`src/rtl/pic_ack_sequencer_if.sv`:
```
// Signal bundle between the interrupt controller core / CPU bus and the 8086-mode
// acknowledge sequencer. The sequencer is the slave side.
interface pic_ack_sequencer_if;
  logic [7:0] pending_request;
  logic [7:0] in_service_register;
  logic [7:0] highest_level_in_service;
  logic       inta_n;
  logic [4:0] vector_base;
  logic       auto_eoi;
  logic       ocw2_write;
  logic [7:0] ocw2_data;
  logic       int_out;
  logic       latch_in_service;
  logic [7:0] interrupt;
  logic [7:0] end_of_interrupt;
  logic [2:0] priority_rotate;
  logic [7:0] data_out;
  logic       data_out_en;

  modport master (
    output pending_request, in_service_register, highest_level_in_service, inta_n,
    output vector_base, auto_eoi, ocw2_write, ocw2_data,
    input  int_out, latch_in_service, interrupt, end_of_interrupt, priority_rotate,
    input  data_out, data_out_en
  );

  modport slave (
    input  pending_request, in_service_register, highest_level_in_service, inta_n,
    input  vector_base, auto_eoi, ocw2_write, ocw2_data,
    output int_out, latch_in_service, interrupt, end_of_interrupt, priority_rotate,
    output data_out, data_out_en
  );
endinterface

```
`src/rtl/pic_ack_sequencer.sv`:
```
// 8086-mode INTA sequencer: priority resolution, two-pulse acknowledge handshake,
// vector output, AEOI and OCW2 end-of-interrupt / rotation handling.
module pic_ack_sequencer #(
  parameter int unsigned ACK_TIMEOUT    = 255,
  parameter logic [2:0]  SPURIOUS_LEVEL = 3'd7
) (
  input logic                clk,
  input logic                reset,
  pic_ack_sequencer_if.slave bus
);
  localparam int unsigned   TW         = $clog2(ACK_TIMEOUT + 1);
  localparam logic [TW-1:0] TIMER_LAST = TW'(ACK_TIMEOUT - 1);

  typedef enum logic [2:0] {
    IDLE  = 3'd0,
    WAIT1 = 3'd1,
    ACK1  = 3'd2,
    WAIT2 = 3'd3,
    ACK2  = 3'd4
  } state_t;

  // Distance from the current highest-priority level; smaller means higher priority.
  function automatic logic [2:0] rank(input logic [2:0] lvl, input logic [2:0] rot);
    rank = lvl - rot - 3'd1;
  endfunction

  function automatic logic [2:0] top_level(input logic [7:0] req, input logic [2:0] rot);
    logic [2:0] lvl;
    top_level = 3'd0;
    for (int i = 7; i >= 0; i--) begin
      lvl = rot + 3'd1 + 3'(i);
      if (req[lvl]) top_level = lvl;
    end
  endfunction

  function automatic logic [2:0] onehot_index(input logic [7:0] oh);
    onehot_index = 3'd0;
    for (int i = 0; i < 8; i++) begin
      if (oh[i]) onehot_index = 3'(i);
    end
  endfunction

  state_t        state_q, state_d;
  logic          int_out_q, int_out_d;
  logic          latch_q, latch_d;
  logic [7:0]    interrupt_q, interrupt_d;
  logic [7:0]    eoi_q, eoi_d;
  logic [2:0]    rotate_q, rotate_d;
  logic [7:0]    data_out_q, data_out_d;
  logic          data_en_q, data_en_d;
  logic          auto_rot_q, auto_rot_d;
  logic          inta_prev_q, inta_prev_d;
  logic [2:0]    level_q, level_d;
  logic          spur_q, spur_d;
  logic [TW-1:0] timer_q, timer_d;

  logic       req_valid;
  logic [2:0] top_pending;
  logic [2:0] top_isr;
  logic       inta_fall;
  logic       inta_rise;
  logic       timed_out;
  logic [2:0] ocw2_cmd;
  logic [2:0] ocw2_level;
  logic       unused_ocw2_bits;

  assign inta_fall        = inta_prev_q & ~bus.inta_n;
  assign inta_rise        = ~inta_prev_q & bus.inta_n;
  assign timed_out        = (timer_q == TIMER_LAST);
  assign ocw2_cmd         = bus.ocw2_write ? bus.ocw2_data[7:5] : 3'b010;
  assign ocw2_level       = bus.ocw2_data[2:0];
  assign unused_ocw2_bits = ^bus.ocw2_data[4:3];

  // Request resolution against the rotating priority and the in-service level.
  always_comb begin
    top_pending = top_level(bus.pending_request, rotate_q);
    top_isr     = onehot_index(bus.highest_level_in_service);
    if (bus.pending_request == 8'd0) begin
      req_valid = 1'b0;
    end else if (bus.in_service_register == 8'd0) begin
      req_valid = 1'b1;
    end else begin
      req_valid = (rank(top_pending, rotate_q) < rank(top_isr, rotate_q));
    end
  end

  // Acknowledge FSM next state plus OCW2 decode merged on top of it.
  always_comb begin
    state_d     = state_q;
    int_out_d   = int_out_q;
    latch_d     = 1'b0;
    interrupt_d = 8'd0;
    eoi_d       = 8'd0;
    rotate_d    = rotate_q;
    data_out_d  = data_out_q;
    data_en_d   = data_en_q;
    auto_rot_d  = auto_rot_q;
    inta_prev_d = bus.inta_n;
    level_d     = level_q;
    spur_d      = spur_q;
    timer_d     = timer_q + TW'(1);

    case (state_q)
      IDLE: begin
        timer_d = '0;
        if (req_valid) begin
          int_out_d = 1'b1;
          state_d   = WAIT1;
        end else begin
          state_d = IDLE;
        end
      end
      WAIT1: begin
        if (inta_fall) begin
          int_out_d = 1'b0;
          timer_d   = '0;
          state_d   = ACK1;
          if (req_valid) begin
            latch_d     = 1'b1;
            interrupt_d = 8'd1 << top_pending;
            level_d     = top_pending;
            spur_d      = 1'b0;
          end else begin
            level_d = SPURIOUS_LEVEL;
            spur_d  = 1'b1;
          end
        end else if (timed_out) begin
          int_out_d = 1'b0;
          data_en_d = 1'b0;
          state_d   = IDLE;
        end else begin
          state_d = WAIT1;
        end
      end
      ACK1: begin
        if (inta_rise) begin
          timer_d = '0;
          state_d = WAIT2;
        end else if (timed_out) begin
          state_d = IDLE;
        end else begin
          state_d = ACK1;
        end
      end
      WAIT2: begin
        if (inta_fall) begin
          data_out_d = {bus.vector_base, level_q};
          data_en_d  = 1'b1;
          timer_d    = '0;
          state_d    = ACK2;
        end else if (timed_out) begin
          state_d = IDLE;
        end else begin
          state_d = WAIT2;
        end
      end
      ACK2: begin
        if (inta_rise) begin
          data_en_d = 1'b0;
          state_d   = IDLE;
          if (bus.auto_eoi && !spur_q) begin
            eoi_d    = 8'd1 << level_q;
            rotate_d = auto_rot_q ? level_q : rotate_q;
          end else begin
            eoi_d = 8'd0;
          end
        end else if (timed_out) begin
          data_en_d = 1'b0;
          state_d   = IDLE;
        end else begin
          state_d = ACK2;
        end
      end
      default: begin
        int_out_d = 1'b0;
        data_en_d = 1'b0;
        state_d   = IDLE;
      end
    endcase

    // OCW2 is evaluated last so its rotation overrides an AEOI rotation.
    case (ocw2_cmd)
      3'b001: eoi_d = eoi_d | bus.highest_level_in_service;
      3'b011: eoi_d = eoi_d | (8'd1 << ocw2_level);
      3'b101: begin
        eoi_d    = eoi_d | bus.highest_level_in_service;
        rotate_d = (bus.highest_level_in_service != 8'd0) ? top_isr : rotate_d;
      end
      3'b111: begin
        eoi_d    = eoi_d | (8'd1 << ocw2_level);
        rotate_d = ocw2_level;
      end
      3'b110: rotate_d = ocw2_level;
      3'b100: auto_rot_d = 1'b1;
      3'b000: auto_rot_d = 1'b0;
      default: auto_rot_d = auto_rot_d;
    endcase
  end

  // State and output registers with synchronous reset.
  always_ff @(posedge clk) begin
    if (reset) begin
      state_q     <= IDLE;
      int_out_q   <= 1'b0;
      latch_q     <= 1'b0;
      interrupt_q <= 8'd0;
      eoi_q       <= 8'd0;
      rotate_q    <= 3'd7;
      data_out_q  <= 8'd0;
      data_en_q   <= 1'b0;
      auto_rot_q  <= 1'b0;
      inta_prev_q <= 1'b1;
      level_q     <= 3'd0;
      spur_q      <= 1'b0;
      timer_q     <= '0;
    end else begin
      state_q     <= state_d;
      int_out_q   <= int_out_d;
      latch_q     <= latch_d;
      interrupt_q <= interrupt_d;
      eoi_q       <= eoi_d;
      rotate_q    <= rotate_d;
      data_out_q  <= data_out_d;
      data_en_q   <= data_en_d;
      auto_rot_q  <= auto_rot_d;
      inta_prev_q <= inta_prev_d;
      level_q     <= level_d;
      spur_q      <= spur_d;
      timer_q     <= timer_d;
    end
  end

  assign bus.int_out          = int_out_q;
  assign bus.latch_in_service = latch_q;
  assign bus.interrupt        = interrupt_q;
  assign bus.end_of_interrupt = eoi_q;
  assign bus.priority_rotate  = rotate_q;
  assign bus.data_out         = data_out_q;
  assign bus.data_out_en      = data_en_q;
endmodule

```
`src/flat_wrapper.sv`:
```
// flat-port wrapper written by rule: the top's interface ports become plain ports
module pic_ack_sequencer_flat 
#(
  parameter int unsigned ACK_TIMEOUT    = 255,
  parameter logic [2:0]  SPURIOUS_LEVEL = 3'd7
)
  (clk, reset, bus_pending_request, bus_in_service_register, bus_highest_level_in_service, bus_inta_n, bus_vector_base, bus_auto_eoi, bus_ocw2_write, bus_ocw2_data, bus_int_out, bus_latch_in_service, bus_interrupt, bus_end_of_interrupt, bus_priority_rotate, bus_data_out, bus_data_out_en);
  pic_ack_sequencer_if bus_i ();
  input logic clk;
  input logic reset;
  input wire logic [$bits(bus_i.pending_request)-1:0] bus_pending_request;
  input wire logic [$bits(bus_i.in_service_register)-1:0] bus_in_service_register;
  input wire logic [$bits(bus_i.highest_level_in_service)-1:0] bus_highest_level_in_service;
  input wire logic [$bits(bus_i.inta_n)-1:0] bus_inta_n;
  input wire logic [$bits(bus_i.vector_base)-1:0] bus_vector_base;
  input wire logic [$bits(bus_i.auto_eoi)-1:0] bus_auto_eoi;
  input wire logic [$bits(bus_i.ocw2_write)-1:0] bus_ocw2_write;
  input wire logic [$bits(bus_i.ocw2_data)-1:0] bus_ocw2_data;
  output wire logic [$bits(bus_i.int_out)-1:0] bus_int_out;
  output wire logic [$bits(bus_i.latch_in_service)-1:0] bus_latch_in_service;
  output wire logic [$bits(bus_i.interrupt)-1:0] bus_interrupt;
  output wire logic [$bits(bus_i.end_of_interrupt)-1:0] bus_end_of_interrupt;
  output wire logic [$bits(bus_i.priority_rotate)-1:0] bus_priority_rotate;
  output wire logic [$bits(bus_i.data_out)-1:0] bus_data_out;
  output wire logic [$bits(bus_i.data_out_en)-1:0] bus_data_out_en;
  assign bus_i.pending_request = bus_pending_request;
  assign bus_i.in_service_register = bus_in_service_register;
  assign bus_i.highest_level_in_service = bus_highest_level_in_service;
  assign bus_i.inta_n = bus_inta_n;
  assign bus_i.vector_base = bus_vector_base;
  assign bus_i.auto_eoi = bus_auto_eoi;
  assign bus_i.ocw2_write = bus_ocw2_write;
  assign bus_i.ocw2_data = bus_ocw2_data;
  assign bus_int_out = bus_i.int_out;
  assign bus_latch_in_service = bus_i.latch_in_service;
  assign bus_interrupt = bus_i.interrupt;
  assign bus_end_of_interrupt = bus_i.end_of_interrupt;
  assign bus_priority_rotate = bus_i.priority_rotate;
  assign bus_data_out = bus_i.data_out;
  assign bus_data_out_en = bus_i.data_out_en;
  pic_ack_sequencer #(.ACK_TIMEOUT(ACK_TIMEOUT), .SPURIOUS_LEVEL(SPURIOUS_LEVEL)) u_core (.clk(clk), .reset(reset), .bus(bus_i));
endmodule
```
`config.mk`:
```
export PLATFORM = sky130hd
export DESIGN_NAME = pic_ack_sequencer_flat
export DESIGN_NICKNAME = d
export VERILOG_FILES = /design/src/rtl/pic_ack_sequencer_if.sv /design/src/rtl/pic_ack_sequencer.sv /design/src/flat_wrapper.sv
export SDC_FILE = /design/constraint.sdc
export NUM_CORES = 1
export LEC_CHECK = 0
export CORE_MARGIN = 8
export CORE_UTILIZATION = 50
export CTS_BUF_LIST = sky130_fd_sc_hd__clkbuf_8
export DETAILED_ROUTE_END_ITERATION = 10
export DONT_BUFFER_PORTS = 1
export GPL_TIMING_DRIVEN = 0
export PLACE_DENSITY = 0.68
export SLEW_MARGIN = 30
export SYNTH_ARGS = -nofsm -noshare
export SYNTH_HDL_FRONTEND = slang
export SYNTH_SLANG_ARGS = --single-unit
```
`constraint.sdc`:
```
create_clock -name clk -period 5.5 [get_ports clk]
set_clock_uncertainty 0.1 [all_clocks]
set_input_delay 0.825 -clock clk [delete_from_list [all_inputs] [get_ports clk]]
set_output_delay 0.825 -clock clk [all_outputs]
set_load 0.01 [all_outputs]
```
==> run_results.csv <==
group,metric,value,unit
routing,via_count,2638,
cts,root_buffer,"clkbuf_8",
sta,fin_tns_setup,0,ns
sta,slew_headroom,57.82,%
die,initial_core_util,50.64,%
power,ir_drop,0.2669,mV
critical_path,r2r_slack,0.28,ns
sta,finalHoldViolations,0,
critical_path,critPathMaxStageDelay,0.57,ns
placement,dp_hpwl,5693,um
logic_synthesis,yosysTopAreaCell,"dfxtp_1",
die,fp.dieH,95.27,um
global_route,grt_antenna_before_repair,0,
cts,cts_buffer_depth,2,
logic_synthesis,yosysWarningCount,0,
critical_path,path_cells,"buf_4, clkinvlp_4, ha_1, buf_6, buf_8, mux4_2, mux2_4, mux2_4, a221oi_2, and4_4, nor4_4, fa_1, xor2_1, xnor2_1, ha_1, a21oi_1, o211ai_1, nor2_2, nand2_1, nor3b_1",
critical_path,worstSetupPathType,"reg2reg",
cts,cts-buffers-inserted,5,
critical_path,slowest_stage,"mux4_2",
global_route,grtUsageMet1,21.43,%
die,die_area,9076,um^2
cts,h-tree-depth,2,
critical_path,required,5.61,ns
die,row_count,29,
power,p_per_area,316.2,nW/um^2
placement,gp_congestion,0.8648,
logic_synthesis,yosysTopAreaCellShare,29.95,%
routing,drc,0,
cells_and_area,fin_util,54.79,%
critical_path,end_kind,"register",
routing,via_per_inst,5.902,
global_route,track_usage,17.02,%
cells_and_area,final_net_count,421,
routing,drt_iter0_markers,110,
status,status,"finished, final reports clean",
sta,period_needed,5.220,ns
logic_synthesis,synthCells,357,
critical_path,r2r-start,"u_core.bus.priority_rotate[0]",
logic_synthesis,synthesis.nets,409,
hold_path,hold_path.class,"reg2reg",
cts,cts.sinks,47,
critical_path,endpoint,"u_core.bus.interrupt[6]",
sta,rsz0062_at_grt,"no",
critical_path,critPathLaunch,"u_core.bus.priority_rotate[0]",
sta,setup_violations,0,
logic_synthesis,ys_types,63,
sta,worstMarginPinSlew,0.6327,ns
routing,drtPass1Iterations,4,
critical_path,cp_max_fo,10,
logic_synthesis,synth_edf_count,0,
routing,postRouteAntennaNets,0,
cts,cts_tree,"done",
logic_synthesis,synthArstFlopShare,0,%
sta,slew_violations,0,
die,coreArea,6205,um^2
die,pin_count,72,
routing,routedWlPerCell,16.82,um
sta,holdWs,0.3721,ns
logic_synthesis,seq_area_frac_synth,29.95,%
routing,routed_wl,7517,um
logic_synthesis,yosys-top-cells-area,"dfxtp_1 30%, nor2_1 6.1%, mux4_2 5.7%",
critical_path,reg2reg_to,"u_core.bus.interrupt[6]",
global_route,overflow,0,
die,die_w,95.27,um
sta,finalCritPeriodShare,94.90,%
logic_synthesis,synthFlopType,"dfxtp_1",
global_route,gr-max-usage-layer,"met2",
cts,clk_pin_slew,0.10,ns
global_route,grt_first_pass_wirelength,12340,um
critical_path,ff2ff_path_depth,20,
global_route,grt_use_met3,4.567,%
critical_path,arrival,5.33,ns
cts,postCtsHoldBufs,0,
global_route,grtUsageMet2,27.62,%
critical_path,startpoint_type,"register",
cells_and_area,fillerInstances,580,
global_route,grt_max_degree,17,
placement,port_buffers,0,
logic_synthesis,synth_area,3142,um^2
flow_run,cap_violations,0,
logic_synthesis,syn_avg_cell_area,8.800,um^2
cts,worstSkewPairLatency,0.31,ns
cells_and_area,drive_above_1_share,12.97,%
cells_and_area,syn2layout_area_growth,8.204,%
cells_and_area,antennaDiodeCount,0,
power,total_leakage_power,0.001336,uW
global_route,grt_pass1_vias,2584,
logic_synthesis,ys_seq_elements,47,
sta,fmax,191.6,MHz
## stage by stage
stage	total power, uW	cells	area [um^2]	setup WS [ns]
after global routing	1147	447	3400	0.01142
after detailed placement	801.5	434	3238	-0.1494
after CTS	1074	444	3374	0.08514
after floorplan	725.7	357	3142	0.6307
final	1075	447	3400	0.2803
after global placement	795.7	434	3238	-0.06183
## cell families (layout without fill, tap and decap cells)
logic type	Yosys count	count (layout)	synth area share, %
xor gates and xnor gates	14	14	5.257
AOI/OAI and AO/OA	73	73	15.05
buffers and inverters	29	42	4.221
DFF	47	47	29.95
and+or+nand+nor	151	151	26.16
muxes	33	33	14.89
adders and majority gates	10	10	4.461
## layout make-up
cell class	count	area, um^2	share of cell area, %
inverters	10	41.29	1.215
multi-input cells	281	2072	60.95
well taps	77	96.34	2.834
clock buffers	5	68.82	2.024
flip-flops and latches	47	942.2	27.71
repair buffers	5	37.54	1.104
plain buffers	19	95.09	2.797
clock inverters	3	46.29	1.362
## flip-flops by register name, summed over array words and instances (netlist names)
name	count
u_core.bus.data_out	8
u_core.bus.end_of_interrupt	8
u_core.bus.interrupt	8
u_core.timer_q	8
u_core.bus.priority_rotate	3
u_core.level_q	3
u_core.state_q	3
u_core.auto_rot_q	1
u_core.bus.data_out_en	1
u_core.bus.int_out	1
u_core.bus.latch_in_service	1
u_core.inta_prev_q	1
u_core.spur_q	1
## critical path: cells and delay by family (launching register included)
kind	cells	cell delay, ns
buffers and inverters	4	0.59
adders and majority gates	3	0.99
DFF	1	0.41
AOI/OAI and AO/OA	3	0.64
and+or+nand+nor	5	0.89
xor gates and xnor gates	2	0.33
muxes	3	1.16
## how the worst min path moves through the flow
stage                      startpoint           endpoint  slack [ns]  cells after the start
floorplan           u_core.auto_rot_q  u_core.auto_rot_q        0.34                      2
global placement    u_core.auto_rot_q  u_core.auto_rot_q        0.35                      2
detailed placement  u_core.auto_rot_q  u_core.auto_rot_q        0.36                      2
CTS                 u_core.auto_rot_q  u_core.auto_rot_q        0.37                      2
global route        u_core.auto_rot_q  u_core.auto_rot_q        0.40                      2
finish              u_core.auto_rot_q  u_core.auto_rot_q        0.37                      2
## layer usage
metal,share of wire [%],routed length [um],vias up
li1,-,-,1322
met1,44,3306,1237
met2,48,3581,71
met3,7.2,539,8
met4,1.2,89,0
met5,0,0,-
## power breakdown
group	total [uW]	internal, uW	switching (uW)
clock network	263	137	126
logic	415	187	228
registers	397	366	30.7
## repair_timing
action | in CTS | in global routing
pin swaps | 2 | 2
buffers inserted | 2 | 3
gates resized for setup | 2 | 3
setup endpoints to repair | 7 | 8
## synth_stat cells (4+ instances only)
cell type	number
a21oi_1	29
a31oi_1	5
and3_1	5
buf_1	4
clkbuf_1	11
dfxtp_1	47
ha_1	8
inv_1	10
mux2i_1	17
mux4_2	8
nand2_1	19
nand2b_1	12
nand3_1	11
nand4b_1	6
nor2_1	51
nor2b_1	6
nor3_1	9
nor3b_1	7
nor4_1	9
o21ai_0	9
xor2_1	8
## cells in the final DEF, fill, tap and decap left out, types with 3 or more instances in the layout
master,instances
nand3_1,11
inv_1,9
nor2b_1,6
nor3_1,8
a21oi_1,29
a31oi_1,5
mux4_2,9
buf_4,6
and3_1,5
xnor2_1,3
nand4b_1,6
o211ai_1,3
nand2b_1,12
ha_1,8
clkbuf_1,11
xor2_1,8
nor2_1,50
nor4_1,9
a211oi_1,3
mux2_2,3
mux2i_1,17
clkbuf_8,5
o21ai_0,9
buf_1,4
dfxtp_1,46
nand2_1,19
or2_2,3
nor3b_1,7
No activity file was read; power rests on OpenSTA's default activity.
